File: src/rtl/ex_muldiv_pkg.sv
// Shared constants for the EX-stage multiply/divide unit: RV32M funct3 codes,
// FSM state encodings and operand signedness decode.
package ex_muldiv_pkg;

  localparam logic [2:0] MD_MUL    = 3'b000;
  localparam logic [2:0] MD_MULH   = 3'b001;
  localparam logic [2:0] MD_MULHSU = 3'b010;
  localparam logic [2:0] MD_MULHU  = 3'b011;
  localparam logic [2:0] MD_DIV    = 3'b100;
  localparam logic [2:0] MD_DIVU   = 3'b101;
  localparam logic [2:0] MD_REM    = 3'b110;
  localparam logic [2:0] MD_REMU   = 3'b111;

  localparam logic [2:0] EXE_RES_MULDIV = 3'b111;

  localparam logic [1:0] ST_IDLE = 2'd0;
  localparam logic [1:0] ST_CALC = 2'd1;
  localparam logic [1:0] ST_SIGN = 2'd2;
  localparam logic [1:0] ST_DONE = 2'd3;

  function automatic logic op_a_signed(input logic [2:0] op);
    return (op == MD_MUL) || (op == MD_MULH) || (op == MD_MULHSU) ||
           (op == MD_DIV) || (op == MD_REM);
  endfunction

  function automatic logic op_b_signed(input logic [2:0] op);
    return (op == MD_MUL) || (op == MD_MULH) || (op == MD_DIV) || (op == MD_REM);
  endfunction

endpackage

File: src/rtl/ex_muldiv_step.sv
// One radix-2 iteration: shift-add multiply step or restoring divide step on
// the {acc, lo} register pair. Chained UNROLL times by ex_muldiv.
module ex_muldiv_step #(
  parameter int XLEN = 32
) (
  input  logic            div_mode,
  input  logic [XLEN-1:0] acc_i,
  input  logic [XLEN-1:0] lo_i,
  input  logic [XLEN-1:0] b_i,
  output logic [XLEN-1:0] acc_o,
  output logic [XLEN-1:0] lo_o
);

  logic [XLEN:0] sum;
  logic [XLEN:0] shifted;
  logic [XLEN:0] diff;
  logic          ge;

  always_comb begin
    sum     = {1'b0, acc_i} + (lo_i[0] ? {1'b0, b_i} : '0);
    shifted = {acc_i, lo_i[XLEN-1]};
    diff    = shifted - {1'b0, b_i};
    // Explicit compare: shifted can reach 2*divisor-1, so diff's MSB is not a borrow flag
    ge      = (shifted >= {1'b0, b_i});
    if (div_mode) begin
      acc_o = ge ? diff[XLEN-1:0] : shifted[XLEN-1:0];
      lo_o  = {lo_i[XLEN-2:0], ge};
    end else begin
      acc_o = sum[XLEN:1];
      lo_o  = {sum[0], lo_i[XLEN-1:1]};
    end
  end

endmodule

File: src/rtl/ex_muldiv.sv
// Iterative RV32M multiply/divide unit beside the EX ALU. Works on operand
// magnitudes, fixes signs in a final cycle, stalls the pipe until done.
module ex_muldiv
  import ex_muldiv_pkg::*;
#(
  parameter int XLEN      = 32,
  parameter int UNROLL    = 1,
  parameter int REGADDR_W = 5
) (
  input  logic                 clk,
  input  logic                 rst,
  input  logic                 start,
  input  logic [2:0]           op,
  input  logic [XLEN-1:0]      opv1,
  input  logic [XLEN-1:0]      opv2,
  input  logic [REGADDR_W-1:0] reg_waddr_i,
  input  logic                 flush,
  output logic                 stallreq,
  output logic                 busy,
  output logic                 done,
  output logic [XLEN-1:0]      result,
  output logic [REGADDR_W-1:0] reg_waddr_o,
  output logic                 we_o
);

  localparam int N     = XLEN / UNROLL;
  localparam int CNT_W = $clog2(N + 1);
  localparam logic [XLEN-1:0] XMIN = {1'b1, {(XLEN-1){1'b0}}};

  logic [1:0]           state_q, state_d;
  logic [CNT_W-1:0]     cnt_q, cnt_d;
  logic [2:0]           op_q, op_d;
  logic [REGADDR_W-1:0] waddr_q, waddr_d;
  logic [REGADDR_W-1:0] reg_waddr_q, reg_waddr_d;
  logic                 neg_a_q, neg_a_d, neg_b_q, neg_b_d;
  logic [XLEN-1:0]      acc_q, acc_d, lo_q, lo_d, b_q, b_d;
  logic [XLEN-1:0]      result_q, result_d;

  logic [UNROLL:0][XLEN-1:0] acc_c;
  logic [UNROLL:0][XLEN-1:0] lo_c;

  logic                 a_neg, b_neg, div_zero, div_ovf;
  logic [XLEN-1:0]      mag_a, mag_b, special_res, sign_res;
  logic signed [2*XLEN-1:0] prod_s;
  logic signed [XLEN-1:0]   quot_s, rem_s;

  always_comb begin
    a_neg    = op_a_signed(op) & opv1[XLEN-1];
    b_neg    = op_b_signed(op) & opv2[XLEN-1];
    mag_a    = a_neg ? -opv1 : opv1;
    mag_b    = b_neg ? -opv2 : opv2;
    div_zero = op[2] && (opv2 == '0);
    div_ovf  = ((op == MD_DIV) || (op == MD_REM)) && (opv1 == XMIN) && (&opv2);
    if (op[1]) special_res = div_zero ? opv1 : '0;
    else       special_res = div_zero ? '1 : XMIN;
  end

  assign acc_c[0] = acc_q;
  assign lo_c[0]  = lo_q;

  for (genvar i = 0; i < UNROLL; i++) begin : g_step
    ex_muldiv_step #(.XLEN(XLEN)) u_step (
      .div_mode (op_q[2]),
      .acc_i    (acc_c[i]),
      .lo_i     (lo_c[i]),
      .b_i      (b_q),
      .acc_o    (acc_c[i+1]),
      .lo_o     (lo_c[i+1])
    );
  end

  always_comb begin
    prod_s = signed'({acc_q, lo_q});
    if (neg_a_q ^ neg_b_q) prod_s = -prod_s;
    quot_s = signed'(lo_q);
    if (neg_a_q ^ neg_b_q) quot_s = -quot_s;
    rem_s = signed'(acc_q);
    if (neg_a_q) rem_s = -rem_s;
    if (!op_q[2]) sign_res = (op_q[1:0] == 2'b00) ? prod_s[XLEN-1:0] : prod_s[2*XLEN-1:XLEN];
    else          sign_res = op_q[1] ? rem_s : quot_s;
  end

  always_comb begin
    state_d     = state_q;
    cnt_d       = cnt_q;
    op_d        = op_q;
    waddr_d     = waddr_q;
    neg_a_d     = neg_a_q;
    neg_b_d     = neg_b_q;
    acc_d       = acc_q;
    lo_d        = lo_q;
    b_d         = b_q;
    result_d    = result_q;
    reg_waddr_d = reg_waddr_q;
    if (flush) begin
      state_d = ST_IDLE;
    end else begin
      case (state_q)
        ST_IDLE: if (start) begin
          op_d    = op;
          waddr_d = reg_waddr_i;
          neg_a_d = a_neg;
          neg_b_d = b_neg;
          acc_d   = '0;
          // Divide shifts the dividend out of lo; multiply shifts the multiplier out
          lo_d    = op[2] ? mag_a : mag_b;
          b_d     = op[2] ? mag_b : mag_a;
          if (div_zero || div_ovf) begin
            state_d     = ST_DONE;
            result_d    = special_res;
            reg_waddr_d = reg_waddr_i;
          end else begin
            state_d = ST_CALC;
            cnt_d   = CNT_W'(N);
          end
        end
        ST_CALC: begin
          acc_d = acc_c[UNROLL];
          lo_d  = lo_c[UNROLL];
          cnt_d = cnt_q - CNT_W'(1);
          if (cnt_q == CNT_W'(1)) state_d = ST_SIGN;
        end
        ST_SIGN: begin
          result_d    = sign_res;
          reg_waddr_d = waddr_q;
          state_d     = ST_DONE;
        end
        default: state_d = ST_IDLE;
      endcase
    end
  end

  always_ff @(posedge clk) begin
    if (rst) begin
      state_q     <= ST_IDLE;
      cnt_q       <= '0;
      result_q    <= '0;
      reg_waddr_q <= '0;
    end else begin
      state_q     <= state_d;
      cnt_q       <= cnt_d;
      result_q    <= result_d;
      reg_waddr_q <= reg_waddr_d;
    end
  end

  always_ff @(posedge clk) begin
    op_q    <= op_d;
    waddr_q <= waddr_d;
    neg_a_q <= neg_a_d;
    neg_b_q <= neg_b_d;
    acc_q   <= acc_d;
    lo_q    <= lo_d;
    b_q     <= b_d;
  end

  assign stallreq    = !rst && !flush &&
                       (((state_q == ST_IDLE) && start) || (state_q == ST_CALC) || (state_q == ST_SIGN));
  assign done        = !rst && !flush && (state_q == ST_DONE);
  assign we_o        = done;
  assign busy        = (state_q != ST_IDLE);
  assign result      = result_q;
  assign reg_waddr_o = reg_waddr_q;

endmodule
File: config.mk
export PLATFORM = sky130hd
export DESIGN_NAME = ex_muldiv
export DESIGN_NICKNAME = d
export VERILOG_FILES = /design/src/rtl/ex_muldiv_pkg.sv /design/src/rtl/ex_muldiv_step.sv /design/src/rtl/ex_muldiv.sv
export SDC_FILE = /design/constraint.sdc
export NUM_CORES = 1
export LEC_CHECK = 0
export CORE_MARGIN = 3
export CORE_UTILIZATION = 37
export CTS_CLUSTER_DIAMETER = 40
export DETAILED_ROUTE_END_ITERATION = 7
export SYNTH_ARGS = -nofsm -noshare
export SYNTH_HDL_FRONTEND = slang
export SYNTH_HIERARCHICAL = 1
export SYNTH_SLANG_ARGS = --single-unit
File: constraint.sdc
create_clock -name clk -period 4.9 [get_ports clk]
set_input_delay 0.49 -clock clk [delete_from_list [all_inputs] [get_ports clk]]
set_output_delay 0.49 -clock clk [all_outputs]
set_load 0.02 [all_outputs]
==> out/qor.yml <==
drv_cap: 0
synthFlopType: "edfxtp_1"
avgSynthCellArea_um2: 8.02
core_um2: 43200
hold_path.class: "reg2reg"
syn-cell-area_um2: 16200
synth_seq_cells: 151
post_drt_wl_per_cell_um: 23.3
ys_types: 99
cts_num_sinks: 151
switchingPower_uw: 1570
path_clk_slew_ns: 0.06
drive_gt1_share_pct: 8.68
p_comb_share_pct: 32.8
die_w_um: 216
vias: 16400
synth_top_area_share_pct: 19.6
worst_pin_slew_ns: 1.19
power.internal_uw: 2860
postCtsHoldBufs: 0
clock_power_share_pct: 31.6
area_growth_syn_to_layout_pct: 14.5
routed_via_density: 6.15
setup_viol: 0
setup-tns-final_ns: 0
final_nets: 2226
cts-resized-gates: 0
cp-end-kind: "register"
status: "complete, no violations"
drc: 0
relSlewSlack_pct: 20.2
grt-ovfl-total: 0
place_inst: 2638
grt_pass1_vias: 15600
synthMuxAreaShare_pct: 6.60
multi_input_area_um2: 11400
synth_compound_area_share_pct: 25.3
die_y_um: 216
insertion_delay_ns: 0.45
worstPathArrival_ns: 4.17
synth_warnings: 6
fmax_mhz: 259
drt-pass1-iter-count: 5
io_pins: 117
antenna_found_initial: 2
p_leak_uw: 0.00676
synthTopCellsByArea: "edfxtp_1 (20%), ha_1 (5.9%), dfxtp_1 (5.5%), xnor2_1 (5.3%), a21oi_1 (5.0%)"
cts_buffers: 17
drtAntennaViolNets: 0
std_cell_rows: 76
r2r_slack_ns: 1.06
synth-xor-area-share_pct: 9.76
required_ns: 5.20
synth-adder-area-share_pct: 6.10
drt_iter0_drc: 1754
gp_congestion: 1.02
power_frac_seq_pct: 35.5
place.detailed.hpwl_um: 48700
synth.largest_area_cell: "edfxtp_1"
crit_path_max_fanout: 21
start_kind: "primary input"
nFillCells: 4406
cts_tree: "built"
period_share_pct: 78.9
postCtsSetupRepairBufs: 0
clockRootBuffer: "clkbuf_16"
syn_nets: 2179
rsz0062_at_grt: "false"
finalHoldViolCount: 0
min_period_ns: 3.87
grt_max_degree: 72
synth_edf_count: 106
power_density_nw_per_um2: 238
htreeDepth: 4
totalWireLength_um: 62100
swShare_pct: 35.5
synth_seq_area_share_pct: 25.1
clk_path_buf_depth: 2
max-vdd-ir-drop_mv: 0.256
clock-skew-final_ns: 0.0174
n_antenna_cell: 0
final-seq-area_um2: 4080
io_buffers: 116
fin_worst_hold_slack_ns: 0.468
synth_top_family_by_area: "compound AO/OA/AOI/OAI gates"
grt_pass1_wl_um: 94800
start_util_pct: 37.6
async_flop_share_pct: 0
dieArea_um2: 46400
instances_no_fill: 2670
slew_viol_final: 0
syn_inst: 2025
crit_type: "in2reg"
synth_simple_gate_area_share_pct: 21.9
grt.total_usage_pct: 26.1
## worst paths after layout
path / from / to / cells after the start
setup / recovery: opv1[24] / result[24] / 10
setup reg to reg: acc_q[0] / result[14] / 8
hold reg to reg: result[28] / result[28] / 2
hold / removal: result[28] / result[28] / 2
## cell usage after synthesis, types with 29 or more instances
master    count
a21oi_1     163
nor2_1      153
nand2_1     152
o21ai_0     132
edfxtp_1    106
clkbuf_1    104
xnor2_1      98
xor2_1       83
inv_1        82
ha_1         76
and2_1       74
mux2i_1      55
nor3_1       51
dfxtp_1      45
mux2_2       45
a31oi_1      40
nand3_1      37
a21o_1       33
o31ai_1      31
nand4_1      30
nand2b_1     29
## per-stage QoR
stage | setup WS, ns | util [%] | total power [uW] | area, um2
after global routing | 0.838 | 43.1 | 4630 | 18600
after global placement | 0.602 | 41.6 | 3010 | 18000
after CTS | 1.11 | 43.1 | 4420 | 18600
final | 1.03 | 43.1 | 4430 | 18600
after detailed placement | 0.645 | 41.6 | 3020 | 18000
after floorplan | 1.13 | - | 2540 | 16200
## metal layers
layer | up-vias | wire length (um) | GRT usage [%]
li1 | 7599 | - | -
met1 | 7886 | 26500 | 35.0
met2 | 785 | 28200 | 41.7
met3 | 143 | 4600 | 3.82
met4 | 2 | 2770 | 11.8
met5 | - | 5 | 0
## power by group through the flow
| stage | Clock, uW | Sequential, uW | Combinational (uW) |
|---|---|---|---|
| CTS | 1420 | 1570 | 1430 |
| floorplan | 0 | 1530 | 1010 |
| finish | 1400 | 1570 | 1450 |
| global route | 1470 | 1580 | 1580 |
| detailed placement | 0 | 1600 | 1420 |
| global placement | 0 | 1600 | 1410 |
## layout make-up
type	instances	share of cell area (%)
multi-input combinational	1658	61.1
sequential	151	22.0
timing repair buffer	160	7.97
tap	585	3.94
clock buffer	25	2.90
inverter	84	1.70
clock inverter	7	0.424
## flip-flops by register name, indices dropped and copies added (netlist names)
| name | count |
|---|---|
| neg_a_q | 1 |
| result | 32 |
| cnt_q | 6 |
| waddr_q | 5 |
| b_q | 32 |
| reg_waddr_o | 5 |
| acc_q | 32 |
| neg_b_q | 1 |
| state_q | 2 |
| lo_q | 32 |
| op_q | 3 |
## worst max-delay path: stages
cell and delay [ns]:
clkdlybuf4s50_1 0.53, or4_1 0.60, nor3_1 0.51, nand4_1 0.30
o21ai_0 0.40, buf_4 0.21, a21oi_1 0.07, buf_4 0.25
a2111oi_0 0.64, a211oi_1 0.16
## cell usage in the layout (no fill, tap or decap), types with 74 or more instances in the layout
master           Yosys  layout
nor2_1             153     151
edfxtp_1           106     106
and2_1              74      74
xor2_1              83      82
inv_1               82      82
a21oi_1            163     162
ha_1                76      74
nand2_1            152     152
clkdlybuf4s50_1      0     114
o21ai_0            132     132
xnor2_1             98      97
## cell families after synthesis
family          Yosys count
compound gates          620
simple gates            678
mux                     101
fa+ha+maj                78
flops                   151
buf+inv                 216
xor+xnor                181
Note: power is estimated with default switching activity, not from simulation.
